### src/rtl/audio_player_pkg.sv
// Shared definitions for the audio player read path: RAM latency codes,
// prefetch depth and the address-width helper.
package audio_player_pkg;

    localparam int RD_LAT_HIGH_PERF = 32'sd2;
    localparam int RD_LAT_LOW_LAT   = 32'sd1;
    localparam int PREFETCH_DEPTH   = 32'sd2;

    // Index of the highest set bit (floor of log2), 0 for values <= 1.
    // AW = clogb2(depth-1)+1 then gives exactly log2(depth) address bits.
    function automatic int clogb2(input int value);
        int v;
        int r;
        v = value;
        r = 32'sd0;
        while (v > 32'sd1) begin
            v = v >>> 32'sd1;
            r = r + 32'sd1;
        end
        return r;
    endfunction

endpackage

### src/rtl/audio_prefetch_fifo.sv
// Two-entry synchronous FIFO holding samples fetched ahead of playback.
// Push and pop may coincide (occupancy unchanged); flush empties it.
module audio_prefetch_fifo
    import audio_player_pkg::*;
#(
    parameter int WIDTH = 32
)(
    input  logic             i_clk,
    input  logic             i_rst,
    input  logic             i_flush,
    input  logic             i_push,
    input  logic             i_pop,
    input  logic [WIDTH-1:0] i_data,
    output logic [1:0]       o_occ,
    output logic [WIDTH-1:0] o_head
);

    localparam logic [1:0] OCC_FULL = 2'(PREFETCH_DEPTH);

    logic [WIDTH-1:0] r_mem [PREFETCH_DEPTH];
    logic             r_wr_idx;
    logic             r_rd_idx;
    logic [1:0]       r_occ;
    logic             w_push;
    logic             w_pop;

    // Qualify push/pop against occupancy so over/underflow can never corrupt state.
    always_comb begin
        w_pop  = 1'b0;
        w_push = 1'b0;
        if (i_pop && (r_occ != 2'd0)) begin
            w_pop = 1'b1;
        end else begin
            w_pop = 1'b0;
        end
        if (i_push && ((r_occ != OCC_FULL) || w_pop)) begin
            w_push = 1'b1;
        end else begin
            w_push = 1'b0;
        end
    end

    // Sample storage; written at the tail slot on each accepted push.
    always_ff @(posedge i_clk or posedge i_rst) begin
        if (i_rst) begin
            for (int i = 0; i < PREFETCH_DEPTH; i++) begin
                r_mem[i] <= '0;
            end
        end else if (w_push && !i_flush) begin
            r_mem[r_wr_idx] <= i_data;
        end
    end

    // Head/tail indices and occupancy; flush wins over push/pop.
    always_ff @(posedge i_clk or posedge i_rst) begin
        if (i_rst) begin
            r_wr_idx <= 1'b0;
            r_rd_idx <= 1'b0;
            r_occ    <= 2'd0;
        end else if (i_flush) begin
            r_wr_idx <= 1'b0;
            r_rd_idx <= 1'b0;
            r_occ    <= 2'd0;
        end else begin
            if (w_push) begin
                r_wr_idx <= ~r_wr_idx;
            end
            if (w_pop) begin
                r_rd_idx <= ~r_rd_idx;
            end
            case ({w_push, w_pop})
                2'b10:   r_occ <= r_occ + 2'd1;
                2'b01:   r_occ <= r_occ - 2'd1;
                default: r_occ <= r_occ;
            endcase
        end
    end

    assign o_occ  = r_occ;
    assign o_head = r_mem[r_rd_idx];

endmodule

### src/rtl/audio_buf_reader.sv
// Read-side controller of the audio sample ring buffer. Fetches words ahead
// into a 2-entry prefetch FIFO using a credit scheme (prefetched + in-flight
// never exceeds 2), presents one sample per sample_tick and flags underruns.
// Optional feature macro: AUDIO_BUF_READER_UNDERRUN_CNT_EN enables the
// saturating 16-bit underrun counter; otherwise underrun_cnt is tied to 0.
module audio_buf_reader
    import audio_player_pkg::*;
#(
    parameter int mem_width        = 32,
    parameter int mem_depth        = 4096,
    parameter int read_latency     = RD_LAT_HIGH_PERF,
    parameter int simulation_delay = 1,
    localparam int AW              = clogb2(mem_depth - 1) + 1
)(
    input  logic                 clk,
    input  logic                 rst,
    input  logic                 en,
    input  logic                 sample_tick,
    input  logic [AW:0]          wr_ptr,
    output logic [AW:0]          rd_ptr,
    output logic                 ren_b,
    output logic [AW-1:0]        addr_b,
    input  logic [mem_width-1:0] dout_b,
    output logic [mem_width-1:0] sample_out,
    output logic                 sample_vld,
    output logic                 underrun,
    output logic [15:0]          underrun_cnt
);

    // Parameter sanity; simulation_delay only shapes simulation models.
    generate
        if (((read_latency != RD_LAT_HIGH_PERF) && (read_latency != RD_LAT_LOW_LAT)) ||
            (mem_depth < 4) || ((mem_depth & (mem_depth - 1)) != 0) ||
            (simulation_delay < 0)) begin : g_param_check
            $error("audio_buf_reader: illegal parameter combination");
        end
    endgenerate

    localparam logic [AW:0] PTR_ONE = {{AW{1'b0}}, 1'b1};

    logic [AW:0]             r_fetch_ptr;
    logic [AW:0]             r_rd_ptr;
    logic [read_latency-1:0] r_vld_sr;
    logic [mem_width-1:0]    r_sample;
    logic                    r_sample_vld;
    logic                    r_underrun;

    logic [read_latency-1:0] w_sr_next;
    logic [1:0]              w_inflight;
    logic [2:0]              w_used;
    logic [1:0]              w_occ;
    logic [mem_width-1:0]    w_head;
    logic                    w_issue;
    logic                    w_return;
    logic                    w_pop;
    logic                    w_underrun;

    // Count reads in flight inside the RAM pipeline.
    always_comb begin
        w_inflight = 2'd0;
        for (int i = 0; i < read_latency; i++) begin
            w_inflight = w_inflight + {1'b0, r_vld_sr[i]};
        end
        w_used = {1'b0, w_occ} + {1'b0, w_inflight};
    end

    // Fetch issue: playing, ring non-empty for fetch, and a free credit.
    always_comb begin
        w_issue = 1'b0;
        if (!rst && en && (r_fetch_ptr != wr_ptr) && (w_used < 3'd2)) begin
            w_issue = 1'b1;
        end else begin
            w_issue = 1'b0;
        end
    end

    // Return/pop/underrun decisions; a same-cycle return is not visible to the tick.
    always_comb begin
        w_return   = 1'b0;
        w_pop      = 1'b0;
        w_underrun = 1'b0;
        w_sr_next  = r_vld_sr << 32'd1;
        w_sr_next[0] = w_issue;
        if (en) begin
            w_return   = r_vld_sr[read_latency-1];
            w_pop      = sample_tick && (w_occ != 2'd0);
            w_underrun = sample_tick && (w_occ == 2'd0);
        end else begin
            w_return   = 1'b0;
            w_pop      = 1'b0;
            w_underrun = 1'b0;
        end
    end

    // In-flight valid shift register, cleared while playback is disabled.
    always_ff @(posedge clk or posedge rst) begin
        if (rst) begin
            r_vld_sr <= '0;
        end else if (!en) begin
            r_vld_sr <= '0;
        end else begin
            r_vld_sr <= w_sr_next;
        end
    end

    // Fetch pointer: advance on issue, rewind to the consumer pointer on flush.
    always_ff @(posedge clk or posedge rst) begin
        if (rst) begin
            r_fetch_ptr <= '0;
        end else if (!en) begin
            r_fetch_ptr <= r_rd_ptr;
        end else if (w_issue) begin
            r_fetch_ptr <= r_fetch_ptr + PTR_ONE;
        end
    end

    // Consumer pointer and presented sample, updated on a successful tick.
    always_ff @(posedge clk or posedge rst) begin
        if (rst) begin
            r_rd_ptr     <= '0;
            r_sample     <= '0;
            r_sample_vld <= 1'b0;
            r_underrun   <= 1'b0;
        end else begin
            r_sample_vld <= w_pop;
            r_underrun   <= w_underrun;
            if (w_pop) begin
                r_rd_ptr <= r_rd_ptr + PTR_ONE;
                r_sample <= w_head;
            end
        end
    end

    audio_prefetch_fifo #(
        .WIDTH (mem_width)
    ) u_prefetch (
        .i_clk   (clk),
        .i_rst   (rst),
        .i_flush (~en),
        .i_push  (w_return),
        .i_pop   (w_pop),
        .i_data  (dout_b),
        .o_occ   (w_occ),
        .o_head  (w_head)
    );

`ifdef AUDIO_BUF_READER_UNDERRUN_CNT_EN
    logic        r_en_d;
    logic [15:0] r_underrun_cnt;

    // Delayed enable for rising-edge detection.
    always_ff @(posedge clk or posedge rst) begin
        if (rst) begin
            r_en_d <= 1'b0;
        end else begin
            r_en_d <= en;
        end
    end

    // Saturating underrun counter, cleared when playback (re)starts.
    always_ff @(posedge clk or posedge rst) begin
        if (rst) begin
            r_underrun_cnt <= 16'd0;
        end else if (en && !r_en_d) begin
            r_underrun_cnt <= 16'd0;
        end else if (r_underrun && (r_underrun_cnt != 16'hFFFF)) begin
            r_underrun_cnt <= r_underrun_cnt + 16'd1;
        end
    end

    assign underrun_cnt = r_underrun_cnt;
`else
    assign underrun_cnt = 16'd0;
`endif

    assign rd_ptr     = r_rd_ptr;
    assign ren_b      = w_issue;
    assign addr_b     = r_fetch_ptr[AW-1:0];
    assign sample_out = r_sample;
    assign sample_vld = r_sample_vld;
    assign underrun   = r_underrun;

endmodule

### config.mk
export PLATFORM = sky130hd
export DESIGN_NAME = audio_buf_reader
export DESIGN_NICKNAME = d
export VERILOG_FILES = /design/src/rtl/audio_player_pkg.sv /design/src/rtl/audio_prefetch_fifo.sv /design/src/rtl/audio_buf_reader.sv
export SDC_FILE = /design/constraint.sdc
export NUM_CORES = 1
export LEC_CHECK = 0
export CAP_MARGIN = 20
export CORE_MARGIN = 1
export CORE_UTILIZATION = 55
export DETAILED_ROUTE_END_ITERATION = 8
export GPL_ROUTABILITY_DRIVEN = 0
export PLACE_DENSITY = 0.82
export SKIP_CTS_REPAIR_TIMING = 1
export SYNTH_ARGS = -nofsm -noshare
export SYNTH_HDL_FRONTEND = slang
export SYNTH_SLANG_ARGS = --single-unit
### constraint.sdc
create_clock -name clk -period 7.32 [get_ports clk]
set_clock_uncertainty 0.05 [all_clocks]
set_input_delay 1.464 -clock clk [delete_from_list [all_inputs] [get_ports clk]]
set_output_delay 1.464 -clock clk [all_outputs]
set_load 0.1 [all_outputs]
# [Yosys cells after proc, flatten, opt, wreduce, memory -nomap -nowiden]
# Cells that the tools add are included.
[word_totals] ram_bits=0 reg_bits=130 mem_count=0 mem_bits_ro=0 latchBits=0 out_inout_bits=76 input_bits=49
[op_classes] muxes=21 eq_ne=8 shifts=0 n_mul=0 reduce_logical=13 order_cmp=4 div_mod_pow=0 addsub=6 n_bitwise=4
[ops] cell="$mux 32" n=4
[ops] cell="$bwmux 64" n=1
[ops] cell="$demux 32 s1" n=1
[ops] cell="$add 13x1->13 const B" n=2
[ops] cell="$mux 13" n=2
[ops] cell="$ne 13x13->1" n=1
[ops] cell="$mux 1" n=10
[ops] cell="$logic_and 1x1->1" n=9
[ops] cell="$ne 2x1->1 const B" n=3
[ops] cell="$ge 2x2->1 const B" n=2
[ops] cell="$mux 2" n=2
[ops] cell="$not 1->2" n=2
[ops] cell="$pmux 2 s2" n=1
[ops] cell="$add 2x2->3" n=1
[ops] cell="$lt 3x2->1 const B" n=1
[ops] cell="$ne 3x1->1 const B" n=1
[ops] cell="$add 1x1->2" n=1
[ops] cell="$add 2x1->2 const B" n=1
[ops] cell="$eq 2x1->1 const B" n=1
[ops] cell="$eq 2x2->1 const B" n=1
[ops] cell="$logic_not 2->1" n=1
[ops] cell="$lt 2x1->1 const B" n=1
[ops] cell="$ne 2x2->1 const B" n=1
[ops] cell="$not 1->1" n=2
[ops] cell="other kinds (4)" n=4

# [Longest topological paths before layout]
# Gate-level depths: netlist of the first run.
[depth] word_depth=11 depth_mapped=7 mapped_depth_nobuf=6

# [Cells and area by module]
# From an unflattened synthesis of the first run, not the netlist that was laid out.
[unflattened] hier_cells=538 hier_area_um2=6274.8
[by_module_without_submodules] mod="audio_prefetch_fifo" n_inst=1 area_per_inst_um2=3138.0 seq_area_each_um2=1701.6 cells_each=198
[by_module_without_submodules] mod="audio_buf_reader" n_inst=1 area_per_inst_um2=3136.8 seq_area_each_um2=1551.5 cells_each=340

# [Worst setup path after synthesis of the first run]
# Ideal clock, no wire load.
[synth_timing] path_type="input port to output port" startpoint="in wr_ptr[10]" endpoint="out ren_b" cell_stages=6 path_slack_ps=1712 n_path_buf=2 t_arrival_ps=4094 cell_sequence="xnor2_1 -> nand4_1 -> nor4_4 -> buf_6 -> buf_6 -> nor3_1"
[synth_between] elab_chain_cells=4
[synth_lines] element="from (decl)" line_no="audio_buf_reader.sv:19" text="input logic [AW:0] wr_ptr,"
[synth_lines] element="$ne 13x13->1" line_no="audio_buf_reader.sv:70" text="if (!rst && en && (r_fetch_ptr != wr_ptr) && (w_used < 3'd2)) begin"
[synth_lines] element="$logic_and 1x1->1 (2 in a row)" line_no="audio_buf_reader.sv:70"
[synth_lines] element="$mux 1" line_no="audio_buf_reader.sv:70"
[synth_lines] element="to (decl)" line_no="audio_buf_reader.sv:21" text="output logic ren_b,"
# No other way between the ends.

# [Final worst setup path of the first run]
[layout_timing] startpoint="in en" endpoint="out ren_b"
[layout_between] elab_chain_cells=4
[layout_lines] element="from (decl)" line_no="audio_buf_reader.sv:17" text="input logic en,"
[layout_lines] element="$logic_and 1x1->1 (3 in a row)" line_no="audio_buf_reader.sv:70"
[layout_lines] element="$mux 1" line_no="audio_buf_reader.sv:70"
# No other way between the ends.

==> results of run 1 <==
[power breakdown]
group / total (W) / switching [W] / internal (W)
Sequential: 0.000945 / 0.0000947 / 0.000850
Combinational: 0.000848 / 0.000616 / 0.000232
Clock: 0.000737 / 0.000318 / 0.000419
Total: 0.00253 / 0.00103 / 0.00150
[state kept, by name, summed over array words and instances (netlist names)]
| register | count |
|---|---|
| r_fetch_ptr | 13 |
| underrun | 1 |
| u_prefetch.r_wr_idx | 1 |
| u_prefetch.o_occ | 2 |
| sample_vld | 1 |
| sample_out | 32 |
| u_prefetch.r_rd_idx | 1 |
| u_prefetch.r_mem | 64 |
| rd_ptr | 13 |
| r_vld_sr | 2 |
[kinds of logic after synthesis]
| kind of cell | share of synthesized area [%] |
|---|---|
| fa+ha+maj | 0.6303 |
| other cells | 0.06296 |
| compound gates | 7.459 |
| simple gates | 9.790 |
| mux | 17.48 |
| flops | 54.62 |
| buf+inv | 5.987 |
| xor+xnor | 3.971 |
[critical path, stage by stage]
cell and delay [ns]:
clkdlybuf4s50_1 1.07, inv_1 0.44, nor3_1 0.27, clkdlybuf4s50_1 1.17
[cell usage after synthesis, drive strengths merged (2+ instances only)]
cell	count
or3	5
o211ai	5
and3	7
a2111oi	2
or4	6
nand3	11
o21ai	39
clkbuf	13
or2	2
mux2i	32
a21oi	4
o31ai	5
nand4	7
mux2	64
nand2	51
buf	41
inv	4
xor2	3
nor2	17
xnor2	24
ha	3
nor3	4
dfrtp	130
nor3b	2
a31oi	8
[per-stage QoR]
step	worst slack (ns)	hold slack (ns)
after floorplan	1.712	0.4074
after global placement	1.447	0.4102
after detailed placement	1.401	0.4197
after CTS	1.400	0.4332
after global routing	1.208	0.4599
final	1.377	0.4266
[final timing paths]
| kind | endpoint | slack (ns) |
|---|---|---|
| worst max-delay path | ren_b | 1.38 |
| max in group asynchronous | u_prefetch.r_rd_idx$_DFFE_PP0P_ | 4.32 |
| worst max register to register | r_fetch_ptr[1]$_DFFE_PP0P_ | 4.98 |
| min in group asynchronous | r_vld_sr[0]$_DFF_PP0_ | 1.56 |
| worst min-delay path | sample_out[1]$_DFFE_PP0N_ | 0.43 |
| worst min register to register | sample_out[1]$_DFFE_PP0N_ | 0.43 |
[cell usage in the layout, fill, tap and decap left out, types with 2 or more instances in the layout]
cell / count
inv_6: 5
nor3b_1: 2
clkinv_4: 2
inv_1: 3
a31oi_1: 8
conb_1: 16
nand4_1: 6
nor2_1: 17
mux2_2: 63
or3_1: 5
or4_1: 6
o31ai_1: 5
clkbuf_16: 16
clkinvlp_4: 4
o211ai_1: 5
nand2_1: 51
ha_1: 3
dfrtp_1: 129
a21oi_1: 4
and3_1: 7
buf_4: 4
xnor2_1: 24
clkdlybuf4s50_1: 108
nand3_1: 11
clkinv_2: 3
xor2_1: 3
mux2i_1: 32
nor3_1: 3
o21ai_0: 39
[final cells by class]
type / instances / area [µm²] / area share, %
sequential: 130 / 3254 / 43.47
multi-input combinational: 329 / 2409 / 32.17
timing repair buffer: 112 / 1111 / 14.84
clock buffer: 18 / 417.9 / 5.582
tap: 136 / 170.2 / 2.273
clock inverter: 14 / 106.4 / 1.421
inverter: 4 / 17.52 / 0.2340
[per-layer routing]
layer	share of wire (%)	wire (µm)	vias to the layer above
li1	-	-	1915
met1	43	5207	1992
met2	50	6024	129
met3	5.4	649	18
met4	1.9	232	0
met5	0	0	-
==> impl_metrics.toml, run 1 <==
[status]
status = "completed"

[synth]
synth_flop_cell = "dfrtp_1"
netlist_instances = 502
syn_avg_cell_area_um2 = 11.86
syn_area_um2 = 5956
synth_top_area_share_pct = 54.62
postSynth.asyncResetShare_pct = 100.0
synth_top_area_cell = "dfrtp_1"
yosysUniqueCellTypes = 47
ys_ff_latch = 130
synth_warnings = 0
synth_area_leaders = "dfrtp_1, mux2_2, mux2i_1, buf_4, xnor2_1"
synth_edf_count = 0
seq_area_frac_synth_pct = 54.62

[routing]
drc = 0
viasPerCell = 5.456
drt_iter0_markers = 192
ant_nets = 0
dr.pass1.iters = 4
via_count = 4054
drt_wl_total_um = 12110
wl_per_cell_um = 16.30

[global_routing]
grt_overflow = 0
grt_pass1_wl_um = 20050
grt_antenna_before_repair = 0
top_usage_layer = "met2"
track_usage_pct = 23.15
grt_max_degree = 69
met2_usage_pct = 38.05
grtUsageMet1_pct = 29.77
first_global_vias = 4106
use_met3_pct = 4.660

[sta]
finalHoldViolations = 0
clock.fmax_mhz = 168.3
setup_viol = 0
timing.final.crit_share_pct = 81.19
fin_tns_setup_ns = 0
slew_viol_final = 0
relSlewSlack_pct = 28.77
period_needed_ns = 5.943
rsz0062_at_grt = "no"
tightest_slew_ns = 1.068

[cts]
clk_path_buf_depth = 2
cts_root_buffer = "clkbuf_8"
cts.clk_slew.worst_paths_ns = 0.06
clk_latency_ns = 0.51
cts_tree = "done"
htreeDepth = 4
clock-sinks = 130
cts_buffers = 17

[setup_path]
worstPathRequired_ns = 5.81
cp-end-kind = "output port"
startpoint_type = "input pin"
cp-startpoint = "en"
critical_path.max_fanout = 30
cp.arrival_ns = 4.43
reg2reg_depth = 5
reg2reg_from = "r_fetch_ptr[0]$_DFFE_PP0P_"
critPathKind = "in -> out"

[final_layout]
fin_nets = 646
utilization_pct = 71.87
fin_area_um2 = 7486
nFillCells = 723
drive_gt1_share_pct = 17.30
final_cells = 743
area_growth_pct = 25.69
diodes = 0

[floorplan]
rows = 37
die_h_um = 106.1
die_area_um2 = 11250
pin_count = 125
die_width_um = 106.1
core_area_um2 = 10420
initial_core_util_pct = 57.18

[power_and_ir_drop]
total_power_w = 0.002530
leakage_nw = 3.196
ir_drop_mv = 0.2335
powerDensity_nw_per_um2 = 337.9

[hold_path]
min_from = "sample_out[1]$_DFFE_PP0N_"
hold_class = "reg -> reg"
whs_path_depth = 2

[placement]
dpl.hpwl_um = 8043
placedCellCount = 711
place_area_um2 = 6962
io_buffers = 108

[job]
drv_cap = 0
No activity file was read; power rests on OpenSTA's default activity.
==> inputs of run 2 (changes only) <==
--- a/config.mk
+++ b/config.mk
@@ -7,10 +7,10 @@
 export LEC_CHECK = 0
 export CAP_MARGIN = 20
 export CORE_MARGIN = 1
-export CORE_UTILIZATION = 55
+export CORE_UTILIZATION = 46
 export DETAILED_ROUTE_END_ITERATION = 8
 export GPL_ROUTABILITY_DRIVEN = 0
-export PLACE_DENSITY = 0.82
+export PLACE_DENSITY = 0.73
 export SKIP_CTS_REPAIR_TIMING = 1
 export SYNTH_ARGS = -nofsm -noshare
 export SYNTH_HDL_FRONTEND = slang
==> constraint.sdc (replaced) <==
create_clock -name clk -period 5 [get_ports clk]
set_clock_uncertainty 0.05 [all_clocks]
set_input_delay 1 -clock clk [delete_from_list [all_inputs] [get_ports clk]]
set_output_delay 1 -clock clk [all_outputs]
set_load 0.1 [all_outputs]
==> run 2 against run 1 <==
Sequential share of layout area decreased by 0.84 points. Flip-flop and latch count stayed put. Routed wire length up 1.0%. Critical path depth rose by 3. Final area grew 2.0%. Utilization down 11 points. Clock power up 64%. Hold slack worse by 0.0031 ns. Largest cell class unchanged. Largest power group unchanged.
==> impl_metrics.toml, run 2 (synthesis results as in run 1) <==
[status]
status = "completed"

[sta]
setup_viol = 0
timing.final.crit_share_pct = 74.85
fin_tns_setup_ns = 0
relSlewSlack_pct = 28.30
tightest_slew_ns = 1.075
clock.fmax_mhz = 267.2
slew_viol_final = 0
rsz0062_at_grt = "no"
period_needed_ns = 3.742
finalHoldViolations = 0

[placement]
dpl.hpwl_um = 7939
io_buffers = 108

[global_routing]
grt_max_degree = 69
track_usage_pct = 19.54
grt_overflow = 0
first_global_vias = 4057
grt_antenna_before_repair = 0
grt_pass1_wl_um = 19870

[floorplan]
pin_count = 125
die_area_um2 = 13410
rows = 41
die_width_um = 115.8
core_area_um2 = 12620
initial_core_util_pct = 47.19
die_h_um = 115.8

[cts]
clock-sinks = 130
clk_latency_ns = 0.41
cts.clk_slew.worst_paths_ns = 0.05
htreeDepth = 4
cts_buffers = 17
cts_root_buffer = "clkbuf_16"
cts_tree = "done"
clk_path_buf_depth = 2

[hold_path]
hold_class = "reg -> reg"
whs_path_depth = 2
hold_end = "sample_out[22]$_DFFE_PP0N_"
min_from = "sample_out[22]$_DFFE_PP0N_"

[final_layout]
largest_reg_flops = 64
final_cell_mix = "dfrtp_1, clkdlybuf4s50_1, mux2_2, nand2_1, o21ai_0"
area_growth_pct = 28.17
fin_nets = 648
regMostFlops = "u_prefetch.r_mem"
final_common_cell = "dfrtp_1"
drive_gt1_share_pct = 17.60
diodes = 0

[routing]
dr.pass1.iters = 4
wl_per_cell_um = 15.69
via_count = 4029
drt_wl_total_um = 12240
viasPerCell = 5.165
ant_nets = 0
drc = 0
drt_iter0_markers = 194

[setup_path]
startpoint_type = "input pin"
critPathKind = "in -> out"
worstPathRequired_ns = 3.95
reg2reg_depth = 5
reg2reg_to = "u_prefetch.r_mem[5]$_DFFE_PP0P_"
cp-end-kind = "output port"
cp.arrival_ns = 2.69
reg2reg_slack_ns = 2.47
reg2reg_from = "u_prefetch.o_occ[0]$_DFFE_PP0P_"
critical_path.max_fanout = 26

[power_and_ir_drop]
ir_drop_mv = 0.3759
powerDensity_nw_per_um2 = 502.7
total_power_w = 0.003837
leakage_nw = 3.258

[job]
drv_cap = 0
run 2: cell types whose count changed in the layout (fill, tap and decap cells not counted):
cell	delta
clkdlybuf4s50_1	-1
clkinvlp_4	-3
buf_12	+2
clkinv_2	+1
clkbuf_8	+3
buf_4	+1
clkbuf_16	+1
bufinv_16	+2
inv_6	-5
run 2: per-stage QoR:
stage	worst slack, ns	area (µm²)	util [%]	hold slack [ns]	std cells
after floorplan	0.3201	6012	-	0.4074	517
after global placement	1.307	7044	55.82	0.4137	749
after detailed placement	1.285	7044	55.82	0.4194	749
after CTS	1.258	7634	60.49	0.4321	780
after global routing	1.150	7634	60.49	0.4609	780
final	1.258	7634	60.49	0.4235	780
run 2: cell type report:
| type | count | area [µm²] |
|---|---|---|
| clock buffer | 22 | 484.2 |
| clock inverter | 9 | 105.1 |
| fill | 1045 | 4986 |
| inverter | 4 | 17.52 |
| multi-input combinational | 329 | 2409 |
| sequential | 130 | 3254 |
| tap | 172 | 215.2 |
| timing repair buffer | 114 | 1149 |
run 2: how the worst max path moves through the flow:
stage,depth (start not counted),startpoint,to,slack [ns]
after global routing,7,wr_ptr[10],ren_b,1.15
after global placement,7,wr_ptr[12],ren_b,1.31
after CTS,7,wr_ptr[10],ren_b,1.26
after floorplan,6,wr_ptr[10],ren_b,0.32
final,7,wr_ptr[10],ren_b,1.26
after detailed placement,7,wr_ptr[10],ren_b,1.28
run 2: worst max-delay path, stage by stage:
cell and delay, ns:
clkdlybuf4s50_1 0.41, xnor2_1 0.20, nand4_1 0.18, nor4_4 0.28
buf_4 0.28, nor3_1 0.08, buf_4 0.25
run 2: routing by layer:
layer  GRT usage [%]  up-vias  wire length [µm]  part of all wire [%]
li1                -     1925                 -                     -
met1           24.95     1988              5520                    45
met2           31.71      108              6014                    49
met5               0        -                 0                     0
met3           5.805        8               586                   4.8
met4           6.838        0               115                  0.94
run 2: power breakdown:
part / internal (W) / switching [W] / total (W)
clock network: 0.000781 / 0.000431 / 0.00121
registers: 0.00125 / 0.000143 / 0.00139
logic: 0.000341 / 0.000896 / 0.00124
total: 0.00237 / 0.00147 / 0.00384
==> patch: new RTL, settings of run 1 <==
The output `sample_vld` loses its register stage (`r_sample_vld` becomes a continuous assignment).
--- a/src/rtl/audio_buf_reader.sv
+++ b/src/rtl/audio_buf_reader.sv
@@ -121,6 +121,4 @@
             r_sample     <= '0;
-            r_sample_vld <= 1'b0;
             r_underrun   <= 1'b0;
         end else begin
-            r_sample_vld <= w_pop;
             r_underrun   <= w_underrun;
@@ -132,2 +130,4 @@
     end
+
+    assign r_sample_vld = w_pop;
 
Check against the original RTL: not equivalent (a bounded check fails within 4 cycles, from zero or initial values and one cycle with rst high).
==> patch against run 1 <==
Via count rose by 1.6%. Sequential power fell by 0.5%. Synthesized area fell by 0.42%. Routed wire length rose by 3.2%. Setup slack improved by 530 ps. Fmax rose by 9.9%. Sequential cell count fell by 1. Largest cell class unchanged. Total power rose by 5.8%. First-iteration DRC count fell by 14%. Cell area rose by 1.3%.
==> patch: results (changes against run 1) <==
power:
  power_leakage_nw: 3.25  # +1.8%
  p_sw_frac: 0.385  # -0.0216
  powerSeq_uw: 940  # -0.5%
  comb_power_uw: 851  # about the same
  irDropWorstVdd_v: 0.000211  # -9.6%
grt:
  grtUsageMet1: 0.295  # -0.00243
  grt_util_all_layers: 0.242  # +0.0101
  grt_pass1_vias: 4293  # +4.6%
  grt_pass1_wl_microns: 21000  # +4.5%
  grt_max_degree: 71  # +2.9%
  met2_usage: 0.411  # +0.0303
  grt_use_met3: 0.0643  # +0.0177
run_status:
  status: "complete, no violations"
yosys:
  synth_common_cells: "dfrtp_1, mux2_2, nand2_1, o21ai_0, mux2i_1"
  synthTopCellsByArea: "dfrtp_1, mux2_2, mux2i_1"
  yosysSeqAreaShare: 0.544  # -0.00191
finish:
  drive_above_1_share: 0.179  # +0.00629
  fin_nets: 647  # +0.15%
  fillCellCount: 722  # -0.14%
detailed_routing:
  vias: 4120  # +1.6%
  wl_microns: 12500  # +3.2%
  met2_length_microns: 6490  # +7.7%
  drtIter0Drc: 166  # -14%
critical_path:
  reg2reg_setup_slack_ps: 4810  # -170 ps
  arrival_ps: 3890  # -540 ps
placement:
  dpl.hpwl_microns: 7980  # -0.84%
patch: worst min path at each step:
stage                                                start                          endpoint  slack (ps)  depth (start not counted)
after floorplan           u_prefetch.r_mem[59]$_DFFE_PP0P_  u_prefetch.r_mem[59]$_DFFE_PP0P_         410                          1
after global placement          sample_out[27]$_DFFE_PP0N_        sample_out[27]$_DFFE_PP0N_         410                          2
after detailed placement        sample_out[11]$_DFFE_PP0N_        sample_out[11]$_DFFE_PP0N_         420                          2
after CTS                       sample_out[11]$_DFFE_PP0N_        sample_out[11]$_DFFE_PP0N_         430                          2
after global routing            sample_out[15]$_DFFE_PP0N_        sample_out[15]$_DFFE_PP0N_         460                          2
final                           sample_out[11]$_DFFE_PP0N_        sample_out[11]$_DFFE_PP0N_         430                          2
patch: kinds of logic (layout without fill, tap and decap cells):
kind of cell | after synthesis | after routing | synth area share
AND/OR/NAND/NOR | 116 | 116 | 0.0983
flip-flops | 129 | 129 | 0.544
AO/OA/AOI/OAI | 71 | 71 | 0.0749
XOR/XNOR | 27 | 27 | 0.0399
buffers and inverters | 58 | 150 | 0.0601
other | 1 | 16 | 0.000632
adder cells (fa/ha/maj) | 3 | 3 | 0.00633
multiplexers | 96 | 96 | 0.176
patch: metrics by stage:
stage	power [mW]	util	area (sq um)	std cells
finish	2.68	0.731	7580	744
global route	2.78	0.731	7580	744
CTS	2.69	0.731	7580	744
detailed placement	1.80	0.670	6950	712
global placement	1.78	0.670	6950	712
floorplan	1.60	-	5990	516
patch: layout make-up:
cell class / count / share of cell area
multi-input combinational: 329 / 0.318
sequential: 129 / 0.426
tap: 136 / 0.0224
clock inverter: 14 / 0.0267
clock buffer: 18 / 0.0565
inverter: 4 / 0.00231
timing repair buffer: 114 / 0.148
